`src/rtl/mc_pkg.sv`:
```
`default_nettype none
// +----------------------------------------------------------------------+
// | mc_pkg: shared states, RV32I opcodes and datapath select encodings    |
// | Revision: 1.0                                                         |
// +----------------------------------------------------------------------+
package mc_pkg;

   typedef enum logic [2:0] {
      ST_FETCH     = 3'd0,
      ST_DECODE    = 3'd1,
      ST_EXECUTE   = 3'd2,
      ST_MEMORY    = 3'd3,
      ST_WRITEBACK = 3'd4,
      ST_TRAP      = 3'd5
   } state_e;

   typedef enum logic [3:0] {
      CLS_OP      = 4'd0,
      CLS_OPIMM   = 4'd1,
      CLS_LUI     = 4'd2,
      CLS_AUIPC   = 4'd3,
      CLS_LOAD    = 4'd4,
      CLS_STORE   = 4'd5,
      CLS_BRANCH  = 4'd6,
      CLS_JAL     = 4'd7,
      CLS_JALR    = 4'd8,
      CLS_ILLEGAL = 4'd9
   } op_class_e;

   localparam logic [6:0] OPC_LOAD   = 7'b0000011;
   localparam logic [6:0] OPC_OPIMM  = 7'b0010011;
   localparam logic [6:0] OPC_AUIPC  = 7'b0010111;
   localparam logic [6:0] OPC_STORE  = 7'b0100011;
   localparam logic [6:0] OPC_OP     = 7'b0110011;
   localparam logic [6:0] OPC_LUI    = 7'b0110111;
   localparam logic [6:0] OPC_BRANCH = 7'b1100011;
   localparam logic [6:0] OPC_JALR   = 7'b1100111;
   localparam logic [6:0] OPC_JAL    = 7'b1101111;

   localparam logic [1:0] ALU1_RS1    = 2'd0;
   localparam logic [1:0] ALU1_PC     = 2'd1;
   localparam logic [1:0] ALU1_ZERO   = 2'd2;
   localparam logic [1:0] ALU2_RS2    = 2'd0;
   localparam logic [1:0] ALU2_IMM    = 2'd1;
   localparam logic [1:0] ALU2_CONST4 = 2'd2;
   localparam logic [1:0] RD_SRC_ALU  = 2'd0;
   localparam logic [1:0] RD_SRC_MEM  = 2'd1;
   localparam logic [1:0] RD_SRC_PC4  = 2'd2;

   // Wide enough for the largest legal timeout (255)
   localparam int unsigned WAIT_CNT_W = 8;

   function automatic op_class_e classify(input logic [6:0] opc);
      op_class_e cls;
      case (opc)
         OPC_OP:     cls = CLS_OP;
         OPC_OPIMM:  cls = CLS_OPIMM;
         OPC_LUI:    cls = CLS_LUI;
         OPC_AUIPC:  cls = CLS_AUIPC;
         OPC_LOAD:   cls = CLS_LOAD;
         OPC_STORE:  cls = CLS_STORE;
         OPC_BRANCH: cls = CLS_BRANCH;
         OPC_JAL:    cls = CLS_JAL;
         OPC_JALR:   cls = CLS_JALR;
         default:    cls = CLS_ILLEGAL;
      endcase
      return cls;
   endfunction

endpackage
`default_nettype wire

```
`src/rtl/mc_wait_timer.sv`:
```
`default_nettype none
// +----------------------------------------------------------------------+
// | mc_wait_timer: counts stalled memory-request cycles, flags timeout    |
// | Revision: 1.0                                                         |
// +----------------------------------------------------------------------+
module mc_wait_timer
   import mc_pkg::*;
#(
   parameter int unsigned TimeoutCycles = 16
) (
   input  logic clk_i,
   input  logic rst_ni,
   input  logic req_i,
   input  logic ready_i,
   output logic timeout_o
);

   localparam logic [WAIT_CNT_W-1:0] LAST_WAIT = WAIT_CNT_W'(TimeoutCycles - 1);

   logic [WAIT_CNT_W-1:0] count_q;
   logic [WAIT_CNT_W-1:0] count_d;
   logic                  w_waiting;

   assign w_waiting = req_i & ~ready_i;
   // Timeout fires on the cycle that would be the TimeoutCycles-th stalled one
   assign timeout_o = w_waiting & (count_q == LAST_WAIT);
   assign count_d   = (w_waiting && !timeout_o) ? count_q + 1'b1 : '0;

   always_ff @(posedge clk_i or negedge rst_ni) begin
      if (!rst_ni) begin
         count_q <= '0;
      end else begin
         count_q <= count_d;
      end
   end

endmodule
`default_nettype wire

```
`src/rtl/multicycle_controller.sv`:
```
`default_nettype none
// +----------------------------------------------------------------------+
// | multicycle_controller: RV32I multi-cycle control FSM with bus timeout |
// | Revision: 1.0                                                         |
// +----------------------------------------------------------------------+
module multicycle_controller
   import mc_pkg::*;
#(
   parameter int unsigned TimeoutCycles = 16,
   parameter int unsigned InstretWidth  = 32
) (
   input  logic                    clk_i,
   input  logic                    rst_ni,
   input  logic [6:0]              op_code_i,
   input  logic                    mem_ready_i,
   input  logic                    branch_taken_i,
   output logic                    mem_req_o,
   output logic                    mem_wr_en_o,
   output logic                    addr_sel_o,
   output logic                    ir_wr_en_o,
   output logic                    pc_wr_en_o,
   output logic                    regf_wr_en_o,
   output logic                    pc_src_o,
   output logic [1:0]              alu_src1_sel_o,
   output logic [1:0]              alu_src2_sel_o,
   output logic [1:0]              regf_rd_src_o,
   output logic                    retire_o,
   output logic [InstretWidth-1:0] instret_o,
   output logic                    trap_o,
   output logic                    bus_err_o
);

   state_e                  state_q;
   logic [6:0]              opcode_q;
   logic                    trap_q;
   logic                    bus_err_q;
   logic [InstretWidth-1:0] instret_q;

   op_class_e  w_cls;
   logic       w_timeout;
   logic       w_mem_req;
   logic       w_mem_wr;
   logic       w_addr_sel;
   logic       w_ir_wr;
   logic       w_pc_wr;
   logic       w_regf_wr;
   logic       w_pc_src;
   logic [1:0] w_alu1;
   logic [1:0] w_alu2;
   logic [1:0] w_rd_src;
   logic       w_retire;

   assign w_cls = classify(opcode_q);

   mc_wait_timer #(
      .TimeoutCycles (TimeoutCycles)
   ) u_wait_timer (
      .clk_i     (clk_i),
      .rst_ni    (rst_ni),
      .req_i     (w_mem_req),
      .ready_i   (mem_ready_i),
      .timeout_o (w_timeout)
   );

   always_comb begin
      w_mem_req  = 1'b0;
      w_mem_wr   = 1'b0;
      w_addr_sel = 1'b0;
      w_ir_wr    = 1'b0;
      w_pc_wr    = 1'b0;
      w_regf_wr  = 1'b0;
      w_pc_src   = 1'b0;
      w_alu1     = ALU1_RS1;
      w_alu2     = ALU2_RS2;
      w_rd_src   = RD_SRC_ALU;
      w_retire   = 1'b0;
      case (state_q)
         ST_FETCH: begin
            w_mem_req = 1'b1;
            w_alu1    = ALU1_PC;
            w_alu2    = ALU2_CONST4;
            if (mem_ready_i) begin
               w_ir_wr = 1'b1;
               w_pc_wr = 1'b1;
            end
         end
         ST_EXECUTE: begin
            case (w_cls)
               CLS_OP:     ;
               CLS_OPIMM:  w_alu2 = ALU2_IMM;
               CLS_LUI: begin
                  w_alu1 = ALU1_ZERO;
                  w_alu2 = ALU2_IMM;
               end
               CLS_AUIPC: begin
                  w_alu1 = ALU1_PC;
                  w_alu2 = ALU2_IMM;
               end
               CLS_LOAD, CLS_STORE: w_alu2 = ALU2_IMM;
               CLS_BRANCH: begin
                  w_alu1   = ALU1_PC;
                  w_alu2   = ALU2_IMM;
                  w_pc_wr  = branch_taken_i;
                  w_pc_src = 1'b1;
                  w_retire = 1'b1;
               end
               CLS_JAL: begin
                  w_alu1   = ALU1_PC;
                  w_alu2   = ALU2_IMM;
                  w_pc_wr  = 1'b1;
                  w_pc_src = 1'b1;
               end
               CLS_JALR: begin
                  w_alu2   = ALU2_IMM;
                  w_pc_wr  = 1'b1;
                  w_pc_src = 1'b1;
               end
               default: ;
            endcase
         end
         ST_MEMORY: begin
            w_mem_req  = 1'b1;
            w_addr_sel = 1'b1;
            w_mem_wr   = (w_cls == CLS_STORE);
            w_retire   = mem_ready_i && (w_cls == CLS_STORE);
         end
         ST_WRITEBACK: begin
            w_regf_wr = 1'b1;
            w_retire  = 1'b1;
            if (w_cls == CLS_LOAD) begin
               w_rd_src = RD_SRC_MEM;
            end else if (w_cls == CLS_JAL || w_cls == CLS_JALR) begin
               w_rd_src = RD_SRC_PC4;
            end
         end
         default: ;
      endcase
   end

   always_ff @(posedge clk_i or negedge rst_ni) begin
      if (!rst_ni) begin
         state_q   <= ST_FETCH;
         opcode_q  <= '0;
         trap_q    <= 1'b0;
         bus_err_q <= 1'b0;
         instret_q <= '0;
      end else begin
         if (w_retire) begin
            instret_q <= instret_q + InstretWidth'(1);
         end
         case (state_q)
            ST_FETCH: begin
               // A completion in the timeout cycle takes priority over the trap
               if (mem_ready_i) begin
                  state_q <= ST_DECODE;
               end else if (w_timeout) begin
                  state_q   <= ST_TRAP;
                  trap_q    <= 1'b1;
                  bus_err_q <= 1'b1;
               end
            end
            ST_DECODE: begin
               opcode_q <= op_code_i;
               if (classify(op_code_i) == CLS_ILLEGAL) begin
                  state_q <= ST_TRAP;
                  trap_q  <= 1'b1;
               end else begin
                  state_q <= ST_EXECUTE;
               end
            end
            ST_EXECUTE: begin
               case (w_cls)
                  CLS_BRANCH:          state_q <= ST_FETCH;
                  CLS_LOAD, CLS_STORE: state_q <= ST_MEMORY;
                  default:             state_q <= ST_WRITEBACK;
               endcase
            end
            ST_MEMORY: begin
               if (mem_ready_i) begin
                  state_q <= (w_cls == CLS_STORE) ? ST_FETCH : ST_WRITEBACK;
               end else if (w_timeout) begin
                  state_q   <= ST_TRAP;
                  trap_q    <= 1'b1;
                  bus_err_q <= 1'b1;
               end
            end
            ST_WRITEBACK: state_q <= ST_FETCH;
            default:      state_q <= ST_TRAP;
         endcase
      end
   end

   // Enables are forced low while reset is held, independent of the clock
   assign mem_req_o      = w_mem_req & rst_ni;
   assign mem_wr_en_o    = w_mem_wr & rst_ni;
   assign addr_sel_o     = w_addr_sel;
   assign ir_wr_en_o     = w_ir_wr & rst_ni;
   assign pc_wr_en_o     = w_pc_wr & rst_ni;
   assign regf_wr_en_o   = w_regf_wr & rst_ni;
   assign pc_src_o       = w_pc_src;
   assign alu_src1_sel_o = w_alu1;
   assign alu_src2_sel_o = w_alu2;
   assign regf_rd_src_o  = w_rd_src;
   assign retire_o       = w_retire & rst_ni;
   assign instret_o      = instret_q;
   assign trap_o         = trap_q;
   assign bus_err_o      = bus_err_q;

endmodule
`default_nettype wire

```
`config.mk`:
```
export PLATFORM = sky130hd
export DESIGN_NAME = multicycle_controller
export DESIGN_NICKNAME = d
export VERILOG_FILES = /design/src/rtl/mc_pkg.sv /design/src/rtl/mc_wait_timer.sv /design/src/rtl/multicycle_controller.sv
export SDC_FILE = /design/constraint.sdc
export NUM_CORES = 1
export LEC_CHECK = 0
export BUFFER_PORTS_ARGS = -buffer_cell sky130_fd_sc_hd__buf_4
export CAP_MARGIN = 30
export CORE_MARGIN = 2
export CORE_UTILIZATION = 48
export CTS_BUF_LIST = sky130_fd_sc_hd__clkbuf_2 sky130_fd_sc_hd__clkbuf_4 sky130_fd_sc_hd__clkbuf_8
export DETAILED_ROUTE_END_ITERATION = 16
export PLACE_DENSITY = 0.72
export SKIP_LAST_GASP = 1
export SLEW_MARGIN = 20
export SYNTH_ARGS = -nofsm -noshare
export SYNTH_HDL_FRONTEND = slang
export SYNTH_SLANG_ARGS = --single-unit
```
`constraint.sdc`:
```
create_clock -name clk_i -period 5.6 [get_ports clk_i]
set_input_delay 0.28 -clock clk_i [delete_from_list [all_inputs] [get_ports clk_i]]
set_output_delay 0.28 -clock clk_i [all_outputs]
set_load 0.02 [all_outputs]
```
==> impl_metrics.tcl <==
set metrics [dict create \
    rows 27 \
    area.sequential_mm2 0.00130 \
    cts_root_buffer "clkbuf_8" \
    yosysTopAreaCell "dfrtp_1" \
    track_usage_pct 19.0 \
    overflow 0 \
    rsz0062_at_grt "false" \
    clock_sinks 52 \
    ir_drop_mv 0.108 \
    core-area_mm2 0.00554 \
    start_util_pct 50.2 \
    synthDistinctLibCells 48 \
    required_ns 5.32 \
    synth_top_cell_area_share_pct 46.8 \
    async_reset_ff_share_pct 100 \
    crit_fanout 17 \
    clkLatencyLatePin_ns 0.31 \
    path_class "flip-flop to output port" \
    drv_cap 0 \
    ys_ff_latch 52 \
    synthSimpleGateAreaFrac_pct 26.8 \
    status "finished, final reports clean" \
    synth_top_family_by_area "simple AND/OR/NAND/NOR gates" \
    die_x_um 80.1 \
    synth_cells 277 \
    reg2reg_slack_ns 3.14 \
    drtIter0Drc 93 \
    first_pass_iters 4 \
    crit_path_start_kind "flip-flop" \
    yosys-top-cells-area "dfrtp_1, xor2_1, xnor2_1, nand2_1, nor2_1" \
    synthMuxAreaShare_pct 3.56 \
    period_needed_ns 2.52 \
    ys_seq_area_share_pct 46.8 \
    vias 2159 \
    cts_resized 0 \
    synth_edf_count 0 \
    cts_buffer_depth 2 \
    fmax_ghz 0.397 \
    ios 59 \
    cts_max_level 2 \
    total_leakage_power_nw 1.52 \
    hold_class "primary input to async pin" \
    ctsHoldBuffers 0 \
    p_per_area_mw_per_mm2 185 \
    drive_gt1_share_pct 27.8 \
    antenna_left 0 \
    synthXorXnorAreaFrac_pct 12.3 \
    die_area_mm2 0.00641 \
    layout.nets 347 \
    dieHeight_um 80.1 \
    tns_ns 0 \
    drc 0 \
    syn-num-nets 290 \
    yosysWarnings 0 \
    path_clk_slew_ns 0.10 \
    dominantRegCellSynth "dfrtp_1" \
    portBuffers 58 \
    area_delta_synth_final_pct 21.2 \
    cts_tree "done" \
    multi_input_area_mm2 0.00139 \
    gp_congestion 0.847 \
    hold_viol_final 0 \
    grt_pass1_vias 2073 \
    drv_slew 0 \
    grt_pass1_wl_um 9640 \
    finalSetupViolCount 0 \
    crit_arrival_ns 2.24 \
    nFillCells 493 \
    antenna_cells 0 \
    wire_per_inst_um 13.8 \
    cts_buffers 5 \
    holdWs_ns 0.00666 \
    syn_area_mm2 0.00278 \
    synth.avg_cell_area_um2 10.0 \
    synth_adder_area_share_pct 0.900 \
    end_kind "output port" \
    post-cts-setup-buffers 0 \
    grt_start_max_net_pins 58 \
    wl_um 5630 \
    skew_ns 0.00948 \
    viasPerCell 5.30 \
    hpwl_um 4070 \
    worst_pin_slew_ns 0.773 \
    synth_compound_area_share_pct 6.39 \
    relSlewSlack_pct 48.4 \
    antenna_found_initial 0 \
    fin_crit_sh_pct 44.9 \
    power_uw 624 \
]
==> layer usage <==
layer,global-route usage [%],wire (um)
met1,26.2,2560
met2,30.8,2720
met3,3.71,282
met4,4.92,59
met5,0,0
==> kinds of logic after synthesis <==
family,after synthesis
mux,9
compound gates,24
buf+inv,21
flops,52
fa+ha+maj,2
simple gates,130
xor+xnor,39
==> worst max-delay path, stage by stage (launching register included) <==
cell and delay [ns]:
dfrtp_1 0.66, nand2b_1 0.27, a2111oi_2 0.45, or2_2 0.27, and2_1 0.15, buf_4 0.14
==> layout by cell type, fill, tap and decap left out, drive strengths merged, types with 2 or more instances in the layout <==
master,n
a2111oi,2
mux2i,2
nand3,15
ha,2
nor3,12
a21oi,4
nand2b,7
mux2,7
buf,60
xnor2,13
nand4,6
xor2,26
nor2b,2
nand3b,2
and3,2
clkbuf,6
o21ai,8
inv,12
a21boi,2
or3,5
or2,3
dfrtp,52
nand2,25
nor3b,4
nor2,25
and2,3
a211oi,2
nor4,15
==> synthesized netlist by cell type, types with 4 or more instances <==
cell type	n
xor2_1	26
xnor2_1	13
nand2_1	25
or3_1	5
inv_1	11
a21oi_1	4
o21ai_0	6
dfrtp_1	52
nor3_1	10
nand2b_1	7
nor4_2	6
clkbuf_1	4
nor2_1	25
mux2_2	7
nor4_1	9
nand4_1	6
nand3_1	14
==> final timing paths <==
path | end | from | cells past startpoint
worst max register to register | instret_o[21] | state_q[1] | 6
min in group clk_i | opcode_q[3] | op_code_i[3] | 3
worst min-delay path | instret_o[25] | rst_ni | 1
worst max-delay path | retire_o | state_q[1] | 5
worst min register to register | u_wait_timer.count_q[0] | u_wait_timer.count_q[0] | 1
max in group asynchronous | state_q[0] | rst_ni | 1
==> flip-flops by register name (all words and copies together) (netlist names) <==
| register | flops |
|---|---|
| u_wait_timer.count_q | 8 |
| bus_err_o | 1 |
| state_q | 3 |
| instret_o | 32 |
| opcode_q | 7 |
| trap_o | 1 |
==> area by class of cell <==
class / count / area share, %
Clock inverter: 2 / 0.409
Inverter: 11 / 1.23
Clock buffer: 6 / 2.45
Tap cell: 72 / 2.68
Sequential cell: 52 / 38.6
Multi-Input combinational cell: 204 / 41.2
Timing Repair Buffer: 60 / 13.4
==> stage by stage <==
stage          util, %  worst slack (ns)  cells  area [um2]
2_1_floorplan        -              3.59    277        2780
3_3_place_gp      58.9              3.27    398        3260
3_5_place_dp      58.9              3.15    398        3260
4_1_cts           60.6              3.08    406        3360
5_1_grt           60.8              2.91    407        3370
6_report          60.8              3.08    407        3370
==> power breakdown <==
| part | switching (mW) | total (mW) | internal, mW |
|---|---|---|---|
| clock | 0.128 | 0.229 | 0.101 |
| combinational | 0.0121 | 0.0194 | 0.00729 |
| sequential | 0.000269 | 0.376 | 0.376 |
Power figures use the tool's default switching activity.
